**src/rtl/tx_fifo_feeder_pkg.sv**
```systemverilog
// Shared definitions for the UART transmit feeder: default sizing of the
// byte path and the encoding of the issue controller states.
package tx_fifo_feeder_pkg;

  // Default configuration of the transmit path
  localparam int TX_DATA_WIDTH  = 8;
  localparam int TX_FIFO_DEPTH  = 16;
  localparam int TX_ADDR_WIDTH  = $clog2(TX_FIFO_DEPTH);
  localparam int TX_ACK_TIMEOUT = 8;

  // Issue controller states; encoding 2'd3 is unused and recovers to IDLE
  typedef enum logic [1:0] {
    ST_IDLE      = 2'd0,
    ST_WAIT_ACK  = 2'd1,
    ST_WAIT_DONE = 2'd2
  } feeder_state_t;

  // Width of a counter able to hold the values 0..limit-1 (never below 1 bit)
  function automatic int counter_width(input int limit);
    int w;
    w = $clog2(limit);
    if (w < 1) w = 1;
    return w;
  endfunction

endpackage

```
**src/rtl/tx_fifo_feeder_if.sv**
```systemverilog
// Host write port, transmitter handshake and status bundle of the feeder.
// slave is the feeder's view; master is the view of the surrounding logic.
interface tx_fifo_feeder_if #(
  parameter int DATA_WIDTH = 8,
  parameter int ADDR_WIDTH = 4
) ();

  logic                  wr_en;
  logic [DATA_WIDTH-1:0] wr_data;
  logic                  clr_flags;
  logic                  tx_busy;
  logic [DATA_WIDTH-1:0] tx_data;
  logic                  tx_data_valid;
  logic                  full;
  logic                  empty;
  logic [ADDR_WIDTH:0]   fifo_count;
  logic                  overflow;
  logic                  ack_err;

  modport slave (
    input  wr_en, wr_data, clr_flags, tx_busy,
    output tx_data, tx_data_valid, full, empty, fifo_count, overflow, ack_err
  );

  modport master (
    output wr_en, wr_data, clr_flags, tx_busy,
    input  tx_data, tx_data_valid, full, empty, fifo_count, overflow, ack_err
  );

endinterface

```
**src/rtl/tx_fifo_feeder_sync_fifo.sv**
```systemverilog
// Synchronous byte FIFO with wrap-bit pointers. Occupancy is the pointer
// difference, so full/empty fall straight out of the count. A write into a
// full FIFO is only accepted when a pop frees a slot in the same cycle;
// otherwise it is dropped and the sticky overflow flag is raised.
module sync_fifo
  import tx_fifo_feeder_pkg::*;
#(
  parameter int DATA_WIDTH = TX_DATA_WIDTH,
  parameter int FIFO_DEPTH = TX_FIFO_DEPTH,
  parameter int ADDR_WIDTH = TX_ADDR_WIDTH
) (
  input  logic                  clk,
  input  logic                  rst,
  input  logic                  wr_en,
  input  logic [DATA_WIDTH-1:0] wr_data,
  input  logic                  rd_en,
  input  logic                  clr_overflow,
  output logic [DATA_WIDTH-1:0] head,
  output logic                  full,
  output logic                  empty,
  output logic [ADDR_WIDTH:0]   count,
  output logic                  overflow
);

  localparam logic [ADDR_WIDTH:0] DEPTH_COUNT = (ADDR_WIDTH+1)'(FIFO_DEPTH);

  logic [DATA_WIDTH-1:0] mem [FIFO_DEPTH];
  logic [ADDR_WIDTH:0]   wr_ptr;
  logic [ADDR_WIDTH:0]   rd_ptr;
  logic                  pop;
  logic                  push;
  logic                  drop;

  assign count = wr_ptr - rd_ptr;
  assign full  = (count == DEPTH_COUNT);
  assign empty = (count == '0);
  assign head  = mem[rd_ptr[ADDR_WIDTH-1:0]];

  assign pop  = rd_en && !empty;
  assign push = wr_en && (!full || pop);
  assign drop = wr_en && full && !pop;

  // Storage is deliberately left unreset; only the pointers define contents
  always_ff @(posedge clk) begin
    if (push) begin
      mem[wr_ptr[ADDR_WIDTH-1:0]] <= wr_data;
    end
  end

  // Pointer advance; the extra top bit distinguishes full from empty
  always_ff @(posedge clk or posedge rst) begin
    if (rst) begin
      wr_ptr <= '0;
      rd_ptr <= '0;
    end else begin
      if (push) wr_ptr <= wr_ptr + 1'b1;
      if (pop)  rd_ptr <= rd_ptr + 1'b1;
    end
  end

  // Sticky overflow; a dropped write wins over a simultaneous clear
  always_ff @(posedge clk or posedge rst) begin
    if (rst) begin
      overflow <= 1'b0;
    end else if (drop) begin
      overflow <= 1'b1;
    end else if (clr_overflow) begin
      overflow <= 1'b0;
    end
  end

endmodule

```
**src/rtl/tx_fifo_feeder.sv**
```systemverilog
// Byte buffer and issue controller in front of the UART transmitter.
// Bytes are popped one at a time and presented with a one-cycle valid
// pulse while the transmitter is idle; the controller then waits for the
// transmitter to acknowledge (busy rises) and to finish the frame before
// issuing again. A missing acknowledge discards the byte and raises ack_err.
module tx_fifo_feeder
  import tx_fifo_feeder_pkg::*;
#(
  parameter int DATA_WIDTH  = TX_DATA_WIDTH,
  parameter int FIFO_DEPTH  = TX_FIFO_DEPTH,
  parameter int ADDR_WIDTH  = TX_ADDR_WIDTH,
  parameter int ACK_TIMEOUT = TX_ACK_TIMEOUT
) (
  input  logic            clk,
  input  logic            rst,
  tx_fifo_feeder_if.slave bus
);

  localparam int                   CNT_WIDTH = counter_width(ACK_TIMEOUT);
  localparam logic [CNT_WIDTH-1:0] CNT_LAST  = CNT_WIDTH'(ACK_TIMEOUT - 1);

  feeder_state_t         state;
  feeder_state_t         state_next;
  logic                  issue;
  logic                  ack_timeout;
  logic [CNT_WIDTH-1:0]  ack_cnt;
  logic [DATA_WIDTH-1:0] tx_data_q;
  logic                  tx_valid_q;
  logic                  ack_err_q;

  logic [DATA_WIDTH-1:0] fifo_head;
  logic                  fifo_full;
  logic                  fifo_empty;
  logic [ADDR_WIDTH:0]   fifo_count;
  logic                  fifo_overflow;

  sync_fifo #(
    .DATA_WIDTH (DATA_WIDTH),
    .FIFO_DEPTH (FIFO_DEPTH),
    .ADDR_WIDTH (ADDR_WIDTH)
  ) u_fifo (
    .clk          (clk),
    .rst          (rst),
    .wr_en        (bus.wr_en),
    .wr_data      (bus.wr_data),
    .rd_en        (issue),
    .clr_overflow (bus.clr_flags),
    .head         (fifo_head),
    .full         (fifo_full),
    .empty        (fifo_empty),
    .count        (fifo_count),
    .overflow     (fifo_overflow)
  );

  assign bus.tx_data       = tx_data_q;
  assign bus.tx_data_valid = tx_valid_q;
  assign bus.full          = fifo_full;
  assign bus.empty         = fifo_empty;
  assign bus.fifo_count    = fifo_count;
  assign bus.overflow      = fifo_overflow;
  assign bus.ack_err       = ack_err_q;

  // State register
  always_ff @(posedge clk or posedge rst) begin
    if (rst) begin
      state <= ST_IDLE;
    end else begin
      state <= state_next;
    end
  end

  // Next-state decode plus the issue and timeout strobes
  always_comb begin
    state_next  = state;
    issue       = 1'b0;
    ack_timeout = 1'b0;
    case (state)
      ST_IDLE: begin
        if (!fifo_empty && !bus.tx_busy) begin
          issue      = 1'b1;
          state_next = ST_WAIT_ACK;
        end
      end
      ST_WAIT_ACK: begin
        if (bus.tx_busy) begin
          state_next = ST_WAIT_DONE;
        end else if (ack_cnt == CNT_LAST) begin
          ack_timeout = 1'b1;
          state_next  = ST_IDLE;
        end
      end
      ST_WAIT_DONE: begin
        if (!bus.tx_busy) begin
          state_next = ST_IDLE;
        end
      end
      default: begin
        state_next = ST_IDLE;
      end
    endcase
  end

  // Acknowledge timeout counter, restarted on every issue
  always_ff @(posedge clk or posedge rst) begin
    if (rst) begin
      ack_cnt <= '0;
    end else if (issue || ack_timeout) begin
      ack_cnt <= '0;
    end else if (state == ST_WAIT_ACK && !bus.tx_busy) begin
      ack_cnt <= ack_cnt + 1'b1;
    end
  end

  // Registered byte and one-cycle valid pulse; the byte holds until the next issue
  always_ff @(posedge clk or posedge rst) begin
    if (rst) begin
      tx_data_q  <= '0;
      tx_valid_q <= 1'b0;
    end else begin
      tx_valid_q <= issue;
      if (issue) begin
        tx_data_q <= fifo_head;
      end
    end
  end

  // Sticky acknowledge error; a new timeout wins over a simultaneous clear
  always_ff @(posedge clk or posedge rst) begin
    if (rst) begin
      ack_err_q <= 1'b0;
    end else if (ack_timeout) begin
      ack_err_q <= 1'b1;
    end else if (bus.clr_flags) begin
      ack_err_q <= 1'b0;
    end
  end

endmodule

```
**src/flat_wrapper.sv**
```systemverilog
// flat-port wrapper written by rule: the top's interface ports become plain ports
module tx_fifo_feeder_flat import tx_fifo_feeder_pkg::*;
#(
  parameter int DATA_WIDTH  = TX_DATA_WIDTH,
  parameter int FIFO_DEPTH  = TX_FIFO_DEPTH,
  parameter int ADDR_WIDTH  = TX_ADDR_WIDTH,
  parameter int ACK_TIMEOUT = TX_ACK_TIMEOUT
)
  (clk, rst, bus_wr_en, bus_wr_data, bus_clr_flags, bus_tx_busy, bus_tx_data, bus_tx_data_valid, bus_full, bus_empty, bus_fifo_count, bus_overflow, bus_ack_err);
  tx_fifo_feeder_if #(.DATA_WIDTH(DATA_WIDTH), .ADDR_WIDTH(ADDR_WIDTH)) bus_i ();
  input  logic clk;
  input  logic rst;
  input wire logic [$bits(bus_i.wr_en)-1:0] bus_wr_en;
  input wire logic [$bits(bus_i.wr_data)-1:0] bus_wr_data;
  input wire logic [$bits(bus_i.clr_flags)-1:0] bus_clr_flags;
  input wire logic [$bits(bus_i.tx_busy)-1:0] bus_tx_busy;
  output wire logic [$bits(bus_i.tx_data)-1:0] bus_tx_data;
  output wire logic [$bits(bus_i.tx_data_valid)-1:0] bus_tx_data_valid;
  output wire logic [$bits(bus_i.full)-1:0] bus_full;
  output wire logic [$bits(bus_i.empty)-1:0] bus_empty;
  output wire logic [$bits(bus_i.fifo_count)-1:0] bus_fifo_count;
  output wire logic [$bits(bus_i.overflow)-1:0] bus_overflow;
  output wire logic [$bits(bus_i.ack_err)-1:0] bus_ack_err;
  assign bus_i.wr_en = bus_wr_en;
  assign bus_i.wr_data = bus_wr_data;
  assign bus_i.clr_flags = bus_clr_flags;
  assign bus_i.tx_busy = bus_tx_busy;
  assign bus_tx_data = bus_i.tx_data;
  assign bus_tx_data_valid = bus_i.tx_data_valid;
  assign bus_full = bus_i.full;
  assign bus_empty = bus_i.empty;
  assign bus_fifo_count = bus_i.fifo_count;
  assign bus_overflow = bus_i.overflow;
  assign bus_ack_err = bus_i.ack_err;
  tx_fifo_feeder #(.DATA_WIDTH(DATA_WIDTH), .FIFO_DEPTH(FIFO_DEPTH), .ADDR_WIDTH(ADDR_WIDTH), .ACK_TIMEOUT(ACK_TIMEOUT)) u_core (.clk(clk), .rst(rst), .bus(bus_i));
endmodule
```
**config.mk**
```make
export PLATFORM = sky130hd
export DESIGN_NAME = tx_fifo_feeder_flat
export DESIGN_NICKNAME = d
export VERILOG_FILES = /design/src/rtl/tx_fifo_feeder_pkg.sv /design/src/rtl/tx_fifo_feeder_if.sv /design/src/rtl/tx_fifo_feeder_sync_fifo.sv /design/src/rtl/tx_fifo_feeder.sv /design/src/flat_wrapper.sv
export SDC_FILE = /design/constraint.sdc
export NUM_CORES = 1
export LEC_CHECK = 0
export ABC_CLOCK_PERIOD_IN_PS = 3150
export CAP_MARGIN = 20
export CORE_MARGIN = 4
export CORE_UTILIZATION = 25
export DETAILED_ROUTE_END_ITERATION = 8
export HOLD_SLACK_MARGIN = 0.05
export PLACE_DENSITY = 0.44
export SYNTH_ARGS = -nofsm -noshare
export SYNTH_HDL_FRONTEND = slang
export SYNTH_SLANG_ARGS = --single-unit
```
**constraint.sdc**
```tcl
create_clock -name clk -period 3.15 [get_ports clk]
set_input_delay 0.315 -clock clk [delete_from_list [all_inputs] [get_ports clk]]
set_output_delay 0.315 -clock clk [all_outputs]
set_load 0.02 [all_outputs]
```
# == Yosys cells after proc, flatten, opt, wreduce, memory -nomap -nowiden ==
# Memories as Yosys holds them, arrays and structs flattened. A register that Yosys moved wholly into a read port is not among the register bits.
# Cells that the tools add are included.
# totals
out_inout_bits,18
mem_count,1
in_bits,13
ramBits,128
reg_bits,18
wordCells,54
# op_classes
addsub,4
n_eq_ne,7
muxes,17
reduce_logical,18
# memory_table
memory,depth,word_bits,read_ports,rd_ports_with_merged_regs,write_ports,line,rtl
u_core.u_fifo.mem,16,8,1,1,1,tx_fifo_feeder_sync_fifo.sv:27,logic [DATA_WIDTH-1:0] mem [FIFO_DEPTH];
# ops
cell,n
$add 5x1->5 const B,2
$mux 1,10
$mux 2,4
$logic_and 1x1->1,6
$mux 3,2
$pmux 2 s3,1
$reduce_bool 2->1,3
$eq 5x5->1 const B,1
$logic_not 5->1,1
$sub 5x5->5,1
$logic_not 1->1,4
$add 3x1->3 const B,1
$eq 3x3->1 const B,1
$ne 3x2->1 const B,1
$reduce_and 3->1,1
$eq 2x1->1 const B,1
$eq 2x2->1 const B,1
$logic_not 2->1,1
$logic_or 1x1->1,2
$ne 2x1->1 const B,1
$ne 2x2->1 const B,1

# == Longest topological paths before layout ==
# logic_depth
ltp_word,11
ltp_mapped,11
mapped_depth_nobuf,10

# == Modules after synthesis ==
# A second synthesis with hierarchy kept.
# unflattened
cells_unflattened,364
hier_area_um2,6383.6
# by_module_without_submodules
module,area_each_um2,seq_area_each_um2,cells_each,instances
sync_fifo,5783.0,4119.0,324,1
tx_fifo_feeder,600.6,375.4,40,1

# == Worst setup path before layout ==
# Ideal clock, no wire load.
# synth_timing
path_kind,reg2reg
start,register u_core.u_fifo.wr_ptr[0]
end,"memory u_core.u_fifo.mem[0][0], enable pin"
stages_incl_launch_ff,10
setup_slack_ps,-332
n_path_buf,1
period_less_slack_ps,3482
setup_ps,395
required_time_ps,2755
arrival_time_ps,3088
cell_sequence,dfrtp_1 > inv_1 > ha_1 > fa_1 > xnor2_1 > nor2_1 > mux2i_1 > buf_2 > nor3_2 > nor4_1
# synth_via
elab_chain_cells,11
elab_cells_between_ends,13
classes_between,add/sub: 1; eq/ne: 1; mux: 4; reduce/logical: 7
# synth_rtl
element,line,rtl
from (decl),tx_fifo_feeder_sync_fifo.sv:28,logic [ADDR_WIDTH:0] wr_ptr;
from (signal assigned),tx_fifo_feeder_sync_fifo.sv:56,if (push) wr_ptr <= wr_ptr + 1'b1;
$sub 5x5->5 *,tx_fifo_feeder_sync_fifo.sv:34,assign count = wr_ptr - rd_ptr;
named net bus_fifo_count[2],flat_wrapper.sv:21,output wire logic [$bits(bus_i.fifo_count)-1:0] bus_fifo_count;
$logic_not 5->1,tx_fifo_feeder_sync_fifo.sv:36,assign empty = (count == '0);
$logic_not 1->1,"tx_fifo_feeder_sync_fifo.sv:39, tx_fifo_feeder.sv:79",
$logic_and 1x1->1,tx_fifo_feeder.sv:79,if (!fifo_empty && !bus.tx_busy) begin
$mux 1,tx_fifo_feeder.sv:79,
$mux 1,tx_fifo_feeder.sv:77,case (state)
$logic_and 1x1->1,tx_fifo_feeder_sync_fifo.sv:39,assign pop = rd_en && !empty;
$logic_or 1x1->1 *,tx_fifo_feeder_sync_fifo.sv:40,assign push = wr_en && (!full || pop);
$logic_and 1x1->1 *,tx_fifo_feeder_sync_fifo.sv:40,
$mux 1 *,tx_fifo_feeder_sync_fifo.sv:45,if (push) begin
$mux 1 (implied by the code) *,tx_fifo_feeder_sync_fifo.sv:46,mem[wr_ptr[ADDR_WIDTH-1:0]] <= wr_data;
to (decl),tx_fifo_feeder_sync_fifo.sv:27,
# Mark *: on every way through the listed nets, which the timed path passes. The rest lies on a longest branch.

# == Worst setup path in the final report ==
# layout_timing
start,register u_core.u_fifo.wr_ptr[0]
end,output port bus_full
# layout_via
elab_chain_cells,2
# layout_rtl
element,line,rtl
$sub 5x5->5,tx_fifo_feeder_sync_fifo.sv:34,
$eq 5x5->1,tx_fifo_feeder_sync_fifo.sv:35,assign full = (count == DEPTH_COUNT);
to (decl),flat_wrapper.sv:19,output wire logic [$bits(bus_i.full)-1:0] bus_full;
# No other way between the ends.

==> qor.yml <==
cells_and_area:
  post-route-util_pct: 31.9
  nNetsFinal: 425
  diodes: 0
  n_fill_cell: 2348
  layout-drive-gt1-share_pct: 28.8
  final_cells: 737
  area_growth_pct: 24.7
yosys:
  yosysUniqueCellTypes: 38
  synthCells: 338
  ys_ff_latch: 154
  synth-compound-area-share_pct: 3.32
  ys.flop_type: "edfxtp_1"
  muxShareOfSynthArea_pct: 13.9
  ys_warn_count: 0
  synthArstFlopShare_pct: 16.9
  synth.cell_area_sq_um: 6250
  synth_area_leaders: "edfxtp_1, mux4_2, dfrtp_1"
  synth-edff-count: 128
  synthXorXnorAreaFrac_pct: 1.94
  synthSimpleGateAreaFrac_pct: 4.67
  yosys.area.top_type_share_pct: 61.5
  avgSynthCellArea_sq_um: 18.5
  syn_nets: 363
  synth_top_area_cell: "edfxtp_1"
  synthAdderAreaFrac_pct: 2.52
  seq_area_frac_synth_pct: 71.9
  synth_top_family_by_area: "multiplexers"
global_routing:
  grt_pass1_vias: 3476
  antenna_found_initial: 0
  grt_max_degree: 36
  grt_overflow_total: 0
  grt_usage_pct: 10.5
  grt_pass1_wl_um: 21700
power_and_ir_drop:
  power.total_mw: 7.93
  powerDensity_nw_per_um2: 1020
  ir_drop_mv: 0.319
  leakagePower_nw: 2.67
critical_path:
  regToRegStartpoint: "u_core.u_fifo.wr_ptr[0]$_DFFE_PP0P_"
  max_stage_delay_ns: 0.43
  criticalPathCategory: "reg2out"
  worstSetupStartpointType: "register"
  r2r_setup_slack_ns: 0.25
  reg2reg_depth: 9
  cp_max_fo: 6
  worstPathCellList: "inv_1 -> ha_1 -> fa_1 -> nand2b_1 -> a21oi_1 -> xor2_2 -> buf_4 -> nor2_1 -> dlygate4sd2_1"
  worstPathRequired_ns: 2.83
  reg2reg_to: "u_core.u_fifo.wr_ptr[1]$_DFFE_PP0P_"
  cp.arrival_ns: 2.63
  critical_path.slowest_cell: "fa_1"
  worst_setup_path_end_kind: "output pin"
detailed_routing:
  drc_errors: 0
  drt_iter0_markers: 166
  firstDrtPassIters: 4
  vias: 3207
  avgViaCountPerCell: 4.35
  detail-route-antenna-nets: 0
  wirelength_um: 13900
  wl_per_cell_um: 18.9
min_path:
  min_path_type: "in2async"
sta:
  worstMarginPinSlew_ns: 0.728
  rsz0062_at_grt: "no"
  fin_tns_setup_ns: 0
  slew_viol_final: 0
  fin_crit_sh_pct: 93.4
  skew_ns: 0.0199
  timing.fmax_mhz: 340
  hold_viol: 0
  setup_viol: 0
  layout_setup_ws_ns: 0.207
  max_slew_margin_pct: 51.5
  min_period_ns: 2.94
placement:
  portBuffers: 30
  finalWeightedCongestion: 0.751
  dp_hpwl_um: 9180
  dp_cells: 704
  dp_slack_ns: 0.231
cts:
  h-tree-depth: 4
  clockBufferDepth: 2
  insertion_delay_ns: 0.42
  hold_buffers: 0
  cts.sink_count: 154
  cts_tree: "built"
  cts_made_buffers: 17
  cts-root-buf: "clkbuf_16"
  clkTransAtPathRegs_ns: 0.06
floorplanning:
  die_height_um: 166
  die_x_um: 166
  core_area_sq_um: 24500
  start_util_pct: 25.5
  ios: 31
  rows: 57
  dieArea_sq_um: 27600
flow_run:
  maxCapViolations: 0
run_status:
  status: "finished clean"
[cells in the final DEF (no fill, tap or decap), drive strengths merged, types with 5 or more instances in the layout]
master and instances:
clkbuf 21, mux4 32, a21oi 5, o22ai 16, inv 13, nand2 11
dfrtp 26, clkdlybuf4s50 27, nor3 14, nor2 18, edfxtp 128, nor4 5
mux2 10, ha 11, xnor2 9, buf 26
[timing repair]
action,in CTS,in global routing
pin swaps,0,0
gates resized for setup,2,1
setup endpoints to repair,3,1
hold endpoints to repair,0,0
buffers inserted,1,0
[stage by stage]
| step | area, sq um | hold WS (ns) |
|---|---|---|
| finish | 7790 | 0.251 |
| global route | 7790 | 0.284 |
| CTS | 7790 | 0.251 |
| detailed placement | 7170 | 0.485 |
| global placement | 7170 | 0.483 |
| floorplan | 6330 | 0.355 |
[cells by family (layout without fill, tap and decap cells)]
group / count (synthesis) / count (layout)
and+or+nand+nor: 59 / 59
buffers and inverters: 25 / 100
xor gates and xnor gates: 13 / 13
muxes: 43 / 43
adders and majority gates: 12 / 12
AOI/OAI and AO/OA: 32 / 32
DFF: 154 / 154
[power by group]
| group | internal, mW | total (mW) | switching, mW |
|---|---|---|---|
| registers | 2.55 | 2.69 | 0.141 |
| clock network | 1.35 | 2.12 | 0.777 |
| logic | 1.38 | 3.12 | 1.73 |
| total | 5.28 | 7.93 | 2.65 |
[worst max path at each step]
stage | from | to | slack (ns) | cells past startpoint
final | u_core.u_fifo.wr_ptr[0]$_DFFE_PP0P_ | bus_full | 0.21 | 9
after global routing | u_core.u_fifo.wr_ptr[1]$_DFFE_PP0P_ | bus_full | 0.02 | 7
after CTS | u_core.u_fifo.wr_ptr[0]$_DFFE_PP0P_ | bus_fifo_count[4] | 0.07 | 8
after detailed placement | u_core.u_fifo.wr_ptr[0]$_DFFE_PP0P_ | bus_empty | 0.23 | 9
after global placement | u_core.u_fifo.wr_ptr[0]$_DFFE_PP0P_ | bus_empty | 0.29 | 9
after floorplan | u_core.u_fifo.wr_ptr[0]$_DFFE_PP0P_ | u_core.u_fifo.mem[11][0]$_DFFE_PP_ | 0.04 | 10
[cells in the mapped netlist, drive strengths merged, types with 5 or more instances]
library cell  count
a21oi             5
buf               8
clkbuf            5
dfrtp            26
edfxtp          128
ha               11
inv              12
mux2             10
mux4             32
nand2            11
nor2             18
nor3             14
nor4              5
o22ai            16
xnor2             9
[registers in the layout, summed over array words and instances, names as in the netlist, 2 cells and up]
signal,count
u_core.ack_cnt,3
u_core.bus.tx_data,8
u_core.state,2
u_core.u_fifo.mem,128
u_core.u_fifo.rd_ptr,5
u_core.u_fifo.wr_ptr,5
[cell type report]
class                           instances  area (sq um)  area share (%)
Sequential cell                       154          4500            57.7
Multi-Input combinational cell        159          1730            22.2
Timing Repair Buffer                   56           495            6.36
Clock buffer                           21           450            5.78
Tap cell                              324           405            5.20
Clock inverter                         11           169            2.17
Inverter                               12          45.0           0.578
[routing by layer]
layer	wire, um	track usage (%)	vias up
li1	-	-	1474
met1	6570	14.0	1691
met2	6990	16.9	38
met3	300	2.67	4
met4	76	3.12	0
met5	0	0	-
[worst max-delay path, delay by kind of cell (launching register included)]
kind | cells | cell delay, ns
adder cells (fa/ha/maj) | 2 | 0.66
buffers and inverters | 3 | 0.58
flip-flops | 1 | 0.34
AND/OR/NAND/NOR | 2 | 0.22
AO/OA/AOI/OAI | 1 | 0.22
XOR/XNOR | 1 | 0.20
Note: power is estimated with default switching activity, not from simulation.
